--- src/rtl/riscv_mmio_responder.sv ---
// riscv_mmio_responder
//   Answers CPU data-bus load/store requests that fall in a 16-byte MMIO
//   window: a console TX FIFO drained over a valid/ready character port,
//   a STATUS word, a sticky tohost halt/exit-code register and a
//   free-running cycle counter that freezes on halt.
//
// Ports
//   clock, reset                 rising-edge clock, synchronous active-high reset
//   req_valid/req_ready          request handshake (accept on valid && ready)
//   req_write, req_addr,
//   req_wdata, req_wstrb         request payload
//   resp_valid, resp_rdata,
//   resp_err                     single-cycle response, one cycle after accept
//   char_valid/char_ready,
//   char_data                    console byte stream (FIFO head)
//   halted, exit_code            tohost halt flag and tohost[31:1]
module riscv_mmio_responder #(
  parameter logic [31:0] BASE_ADDR  = 32'h1000_0000,
  parameter int          FIFO_DEPTH = 8
) (
  input  logic        clock,
  input  logic        reset,
  input  logic        req_valid,
  output logic        req_ready,
  input  logic        req_write,
  input  logic [31:0] req_addr,
  input  logic [31:0] req_wdata,
  input  logic [3:0]  req_wstrb,
  output logic        resp_valid,
  output logic [31:0] resp_rdata,
  output logic        resp_err,
  output logic        char_valid,
  input  logic        char_ready,
  output logic [7:0]  char_data,
  output logic        halted,
  output logic [30:0] exit_code
);

  localparam int AW = $clog2(FIFO_DEPTH);
  localparam int PW = AW + 1;

  localparam logic [1:0] SEL_TX     = 2'd0;
  localparam logic [1:0] SEL_STATUS = 2'd1;
  localparam logic [1:0] SEL_TOHOST = 2'd2;
  localparam logic [1:0] SEL_CYCLE  = 2'd3;

  logic [7:0]    mem [FIFO_DEPTH];
  logic [PW-1:0] wptr, rptr, count;
  logic          full, empty, pop, push;
  logic          bad_p0, accept_p0, tx_store_p0, halt_set_p0;
  logic [1:0]    sel_p0;
  logic [31:0]   rdata_p0;
  logic [31:0]   cycle_cnt;
  logic          unused_wstrb;

  function automatic logic [31:0] status_word(input logic f, input logic e,
                                              input logic [PW-1:0] c);
    return {22'b0, f, e, 8'(c)};
  endfunction

  assign unused_wstrb = ^req_wstrb[3:1];

  // Request decode stage (combinational, pre-edge state)
  assign sel_p0      = req_addr[3:2];
  assign bad_p0      = (req_addr[31:4] != BASE_ADDR[31:4]) || (req_addr[1:0] != 2'b00);
  assign count       = wptr - rptr;
  assign full        = (count == PW'(FIFO_DEPTH));
  assign empty       = (count == '0);
  assign char_valid  = !empty;
  assign char_data   = mem[rptr[AW-1:0]];
  assign pop         = char_valid && char_ready;

  // After halt, TX stores are acknowledged without effect, so they never stall.
  assign tx_store_p0 = req_write && !bad_p0 && (sel_p0 == SEL_TX) && req_wstrb[0] && !halted;
  assign req_ready   = !(req_valid && tx_store_p0 && full && !pop);
  assign accept_p0   = req_valid && req_ready;
  assign push        = accept_p0 && tx_store_p0;
  assign halt_set_p0 = accept_p0 && req_write && !bad_p0 && (sel_p0 == SEL_TOHOST) &&
                       req_wdata[0] && !halted;

  always_comb begin
    rdata_p0 = 32'h0;
    if (!req_write && !bad_p0) begin
      case (sel_p0)
        SEL_STATUS: rdata_p0 = status_word(full, empty, count);
        SEL_TOHOST: rdata_p0 = {exit_code, halted};
        SEL_CYCLE:  rdata_p0 = cycle_cnt;
        default:    rdata_p0 = 32'h0;
      endcase
    end
  end

  // Response stage (_p1): registered one cycle after acceptance
  always_ff @(posedge clock) begin
    if (reset) begin
      resp_valid <= 1'b0;
      resp_rdata <= 32'h0;
      resp_err   <= 1'b0;
    end else begin
      resp_valid <= accept_p0;
      if (accept_p0) begin
        resp_rdata <= rdata_p0;
        resp_err   <= bad_p0;
      end
    end
  end

  always_ff @(posedge clock) begin
    if (reset) begin
      wptr <= '0;
      rptr <= '0;
    end else begin
      if (push) wptr <= wptr + 1'b1;
      if (pop)  rptr <= rptr + 1'b1;
    end
  end

  always_ff @(posedge clock) begin
    if (push) mem[wptr[AW-1:0]] <= req_wdata[7:0];
  end

  always_ff @(posedge clock) begin
    if (reset) begin
      halted    <= 1'b0;
      exit_code <= 31'h0;
    end else if (halt_set_p0) begin
      halted    <= 1'b1;
      exit_code <= req_wdata[31:1];
    end
  end

  always_ff @(posedge clock) begin
    if (reset)        cycle_cnt <= 32'h0;
    else if (!halted) cycle_cnt <= cycle_cnt + 32'h1;
  end

endmodule
--- config.mk ---
export PLATFORM = sky130hd
export DESIGN_NAME = riscv_mmio_responder
export DESIGN_NICKNAME = d
export VERILOG_FILES = /design/src/rtl/riscv_mmio_responder.sv
export SDC_FILE = /design/constraint.sdc
export NUM_CORES = 1
export LEC_CHECK = 0
export ABC_CLOCK_PERIOD_IN_PS = 3500
export BUFFER_PORTS_ARGS = -buffer_cell sky130_fd_sc_hd__clkbuf_2
export CORE_ASPECT_RATIO = 0.5
export CORE_MARGIN = 2
export CORE_UTILIZATION = 35
export DETAILED_ROUTE_END_ITERATION = 6
export HOLD_SLACK_MARGIN = 0.08
export MAX_ROUTING_LAYER = met4
export PLACE_DENSITY_LB_ADDON = 0.3
export SLEW_MARGIN = 20
export SYNTH_ARGS = -nofsm -noshare
export SYNTH_HDL_FRONTEND = slang
export SYNTH_SLANG_ARGS = --single-unit
--- constraint.sdc ---
create_clock -name clock -period 3.5 [get_ports clock]
set_input_delay 0.7 -clock clock [delete_from_list [all_inputs] [get_ports clock]]
set_output_delay 0.7 -clock clock [all_outputs]
set_load 0.01 [all_outputs]
### After elaboration in Yosys (flattened, before gate mapping)

Memories as Yosys holds them, arrays and structs flattened. A register that Yosys moved wholly into a read port is not among the register bits.
Index checks and enable logic that the tools add are counted.

| cells by class | value |
|---|---|
| $add $sub $neg | 4 |
| eq/ne operators | 5 |
| mux-type cells | 6 |
| reductions and logical operators | 26 |

Operator list:

| operator | count |
|---|---|
| $pmux 32 s3 | 1 |
| $add 32x1->32 const B | 1 |
| $mux 32 | 1 |
| $ne 28x25->1 const B | 1 |
| $logic_and 1x1->1 | 16 |
| $add 4x1->4 const B | 2 |
| $logic_not 1->1 | 6 |
| $mux 3 | 2 |
| $eq 2x2->1 const B | 2 |
| $eq 4x4->1 const B | 1 |
| $logic_not 4->1 | 1 |
| $sub 4x4->4 | 1 |
| $eq 2x1->1 const B | 1 |
| $logic_not 2->1 | 1 |
| $mux 1 | 2 |
| $reduce_bool 2->1 | 1 |
| $logic_or 1x1->1 | 1 |

| storage, ports and cells | value |
|---|---|
| register bits after elaboration | 106 |
| RAM bits | 64 |
| input port bits | 73 |
| word-level logic and storage cells | 50 |
| memories kept | 1 |

Memories:

| name | words | width | read ports | clocked after Yosys merged registers in | wr ports | line | text |
|---|---|---|---|---|---|---|---|
| mem | 8 | 8 | 1 | 1 | 1 | 47 | `logic [7:0] mem [FIFO_DEPTH];` |

### Longest topological paths before layout

| logic depth | value |
|---|---|
| depth in word-level cells | 17 |
| depth in mapped cells | 10 |
| depth with buffers taken out | 8 |

### Worst setup path before layout

No wires, ideal clock.

| path | value |
|---|---|
| kind | register -> output |
| start point | register wptr[0] |
| end point | output req_ready |
| arrival time | 2.637 ns |
| required time | 2.800 ns |
| setup slack | 0.163 ns |
| cell stages (with the launch flop) | 11 |
| cell sequence | dfxtp_1 clkbuf_1 inv_1 ha_1 fa_1 xor2_1 nand3_2 or4_1 buf_2 nor4_4 nand2_1 |

| between the ends | value |
|---|---|
| longest elaborated chain between the ends | 7 |
| elaborated cells between the ends (all ways) | 9 |

RTL lines:

| element | line | text |
|---|---|---|
| from (decl) | 48 | `logic [PW-1:0] wptr, rptr, count;` |
| from (signal assigned) | 113 | `if (push) wptr <= wptr + 1'b1;` |
| $sub 4x4->4 (*) | 66 | `assign count = wptr - rptr;` |
| $logic_not 4->1 | 68 | `assign empty = (count == '0);` |
| $logic_not 1->1 | 69 | `assign char_valid = !empty;` |
| $logic_and 1x1->1 | 71 | `assign pop = char_valid && char_ready;` |
| $logic_not 1->1 | 75 | `assign req_ready = !(req_valid && tx_store_p0 && full && !pop);` |
| $logic_and 1x1->1 (*) | 75 |  |
| $logic_not 1->1 (*) | 75 |  |
| to (decl) | 24 | `output logic req_ready,` |

Every way passes the cells marked *; elsewhere a longest branch is shown, timed or not.

### Final worst setup path

| path | value |
|---|---|
| start point | register rptr[0] |
| end point | output req_ready |

| between the ends | value |
|---|---|
| longest elaborated chain between the ends | 7 |
| elaborated cells between the ends (all ways) | 9 |

RTL lines:

| element | line | text |
|---|---|---|
| from (decl) | 48 |  |
| from (signal assigned) | 114 | `if (pop) rptr <= rptr + 1'b1;` |
| $sub 4x4->4 (*) | 66 |  |
| $logic_not 4->1 | 68 |  |
| $logic_not 1->1 | 69 |  |
| $logic_and 1x1->1 | 71 |  |
| $logic_not 1->1 | 75 |  |
| $logic_and 1x1->1 (*) | 75 |  |
| $logic_not 1->1 (*) | 75 |  |

Marked as above.

==> metrics.md <==
| Metric | Value |
|---|---|
| First-pass GRT wire length | ~28000 µm |
| Die Width | 208 µm |
| Top_reg_cell synth | dfxtp_1 |
| Clk_lat worst skew | approximately 0.43 ns |
| DP Worst Slack | approximately 0.28 ns |
| Final net count | roughly 900 |
| Core area | 0.0205 mm² |
| Share of cells above drive strength 1 | just under 30% |
| Drt drc | 0 |
| Internal power | between 0.003 and 0.004 W |
| Post-synthesis cell area | roughly 0.0073 mm² |
| Cell count after synthesis | 667 |
| Root Buffer | clkbuf_16 |
| Part of the cycle the worst path needs | between 90 and 100% |
| Final ANT Viol Nets | 0 |
| Critical path's top delay family | simple AND/OR/NAND/NOR gates |
| Crit start category | flip-flop |
| Slowest cell on the critical path | fa_2 |
| FP Rows | 37 |
| TritonCTS Buffers | 17 |
| Asr flop ratio synth | 0% |
| CTS sink cnt | roughly 170 |
| Critical Path AT | around 2.7 ns |
| Setup tns final | 0 ns |
| Fin util | between 40% and 50% |
| Yosys top cell area share | 29.8% |
| Vias/cell | 4.98 |
| Crit-path cells | ha_4, fa_2, nand3_2, or4_4, nor4_4, nand2_1, clkbuf_2 |
| Total global routing overflow | 0 |
| Drt total wl | 18200 µm |
| Initial antenna violation count | 0 |
| Hold Path Cell Cnt | 2 |
| Fin. max-slew vios | 0 |
| WS Path Type | flip-flop to output pin |
| Syn_nets | around 750 |
| Post-synthesis sequential area ratio | 56.1% |
| HPWL after detailed placement | roughly 12000 µm |
| Logic pwr share | about 14% |
| Run status | complete, no violations |
| Overall via count from detail_route | between 5k and 6k |
| WP buf/inv | 1 |
| Yosys warnings | 0 |
| RSZ-0062 raised after global routing | no |
| EDFF count, synth | 64 |
| Clock Skews | about 0.010 ns |
| Clk slew on worst S/H paths | approximately 0.070 ns |
| I/O pin count | around 150 |
| Inserted Diodes | 0 |
| F_max | about 290 MHz |
| Final setup margin | 0.0962 ns |
| Critical-path maximum fanout | 4 |
| Max-cap violations | 0 |
| Flops & latches, synth | about 170 |
| Vias in the first global route | approximately 5.2k |
| Die footprint | 0.0221 mm² |
| Final min period | roughly 3.4 ns |
| Post-synth top area cell | dfxtp_1 |
| Peak supply drop | 0.000314 V |
| Worst-Margin Slew | just over 1 ns |
| Final setup violation count | 0 |
| H-tree levels | 4 |
| Min-Delay Path Class | flip-flop to flip-flop |
| Power Total | 0.00477 W |
| Crit path largest cell delay | roughly 0.55 ns |
| Pre-Repair DR Iteration Count | 4 |
| Final hold violations | 0 |
| CP endpoint kind | output pin |
| WP depth | 7 |
| Clock network power share | roughly 40% |
| Yosys cell types | 51 |
| Pin count of the biggest net entering global routing | 72 |
| Sw power | approximately 0.0012 W |
| Initial Util | ~36% |
| PwrDens | roughly 530 mW/mm² |
| Area Overhead vs Synth | 23.6% |
| Worst slew margin | a little over 30% |
| Number of fill cells | roughly 2k |
| Pleak | 3.32 nW |
| GR Util All Layers | 17.1% |
| R2R depth | 9 |
| Sw Share | a little over a quarter |
| 1st-iter DRT viols | 271 |
| WL per Instance | around 17 µm |
| CTS tree | yes |
| Die Ht | about 110 µm |
| Port-buffer cells | between 100 and 150 |
| Seq pwr share | 44.9% |
| Top post-synthesis cells by area | dfxtp_1 30%, edfxtp_1 26%, mux4_2 4.9%, nand2_1 4.0%, mux2i_1 3.7% |
| Avg Inst Size Synth | 11.0 µm² |
| Clock Path Buffers | 2 |
| GPL Wtd Cong | just over 0.8 |
| CP required | ~2.8 ns |
[kinds of logic (layout without fill, tap and decap cells)]
| kind of cell | after synthesis | after routing | share of synthesized area (%) |
|---|---|---|---|
| mux | 52 | 52 | 10.0 |
| fa+ha+maj | 7 | 7 | 1.30 |
| compound gates | 96 | 96 | 7.61 |
| simple gates | 229 | 229 | 16.6 |
| flops | 173 | 173 | 56.1 |
| xor+xnor | 34 | 34 | 4.07 |
| buf+inv | 76 | 239 | 4.38 |
[per-stage QoR]
step           hold WS (ns)  cell area [µm²]  cells
6_report              0.469             9040   1103
5_1_grt               0.478             9040   1103
4_1_cts               0.469             9000   1101
3_5_place_dp          0.463             8380   1068
3_3_place_gp          0.454             8380   1068
2_1_floorplan         0.458             7320    667
[cells in the final DEF, fill, tap and decap left out, types with 3 or more instances in the layout]
| cell | synthesis | layout |
|---|---|---|
| mux2_2 | 9 | 9 |
| clkbuf_16 | 0 | 17 |
| nor2b_1 | 3 | 3 |
| dfxtp_1 | 109 | 107 |
| or3_1 | 4 | 4 |
| and3_1 | 4 | 4 |
| nor2_1 | 48 | 48 |
| inv_6 | 0 | 5 |
| nand3_1 | 18 | 18 |
| xor2_1 | 28 | 27 |
| clkinvlp_4 | 0 | 3 |
| a21oi_1 | 45 | 45 |
| ha_1 | 6 | 5 |
| nor4_1 | 15 | 15 |
| buf_4 | 0 | 22 |
| nor4_4 | 2 | 4 |
| nor3_1 | 9 | 9 |
| nand4_1 | 21 | 21 |
| inv_1 | 40 | 39 |
| clkbuf_2 | 0 | 145 |
| nand2_1 | 78 | 78 |
| o22ai_1 | 32 | 32 |
| xnor2_1 | 6 | 6 |
| nor4_2 | 5 | 3 |
| and4_1 | 3 | 3 |
| o21ai_0 | 7 | 7 |
| inv_8 | 0 | 4 |
| mux2i_1 | 27 | 27 |
| mux4_2 | 16 | 16 |
| edfxtp_1 | 64 | 64 |
| a22oi_1 | 3 | 3 |
[flip-flops by register name, indices dropped and copies added (netlist names), named ones only]
signal,count
resp_err,1
halted,1
cycle_cnt,32
rptr,4
mem,64
wptr,4
resp_rdata,32
resp_valid,1
exit_code,31
[cell usage after synthesis (16+ instances only)]
library cell and number:
edfxtp_1 64, mux2i_1 27, a21oi_1 45, inv_1 40, nand3_1 18, nor2_1 48
nand4_1 21, nand2_1 78, mux4_2 16, xor2_1 28, clkbuf_1 21, dfxtp_1 109
o22ai_1 32
[power groups by stage]
stage                     clock network [W]  registers, W  logic, W
final                               0.00195       0.00214  0.000680
after global routing                0.00208       0.00215  0.000754
after CTS                           0.00200       0.00214  0.000666
after detailed placement                  0       0.00219  0.000652
after global placement                    0       0.00219  0.000644
after floorplan                           0       0.00216  0.000454
[worst min-delay path: stages (launching register included)]
cell and delay [ns]:
dfxtp_1 0.32, nand2_1 0.05, a21oi_1 0.05
[final timing paths]
kind                                   start           end  slack (ns)
worst max-delay path                 rptr[0]     req_ready         0.1
worst max register to register       rptr[2]     mem[1][5]        0.64
worst min-delay path            exit_code[9]  exit_code[9]        0.47
worst min register to register  exit_code[9]  exit_code[9]        0.47
[area by class of cell]
type                       count  area [µm²]  share of cell area (%)
sequential                   173        4110                    45.4
multi-input combinational    418        2950                    32.6
timing repair buffer         167         891                    9.85
clock buffer                  17         425                    4.70
tap                          273         342                    3.78
clock inverter                15         176                    1.95
inverter                      40         150                    1.66
[routing by layer]
| metal | wire, µm | global-route usage (%) | vias to the layer above |
|---|---|---|---|
| met1 | 8720 | 22.2 | 2649 |
| met4 | 255 | 6.12 | 0 |
| met3 | 774 | 3.28 | 19 |
| li1 | - | - | 2719 |
| met5 | 0 | - | - |
| met2 | 8460 | 27.0 | 107 |
[what timing repair did]
item	CTS	global route
hold buffers	0	0
endpoints found under the setup margin	1	1
buffers inserted	1	2
resized for setup	2	6
pin swaps	1	1
Power figures use the tool's default switching activity.
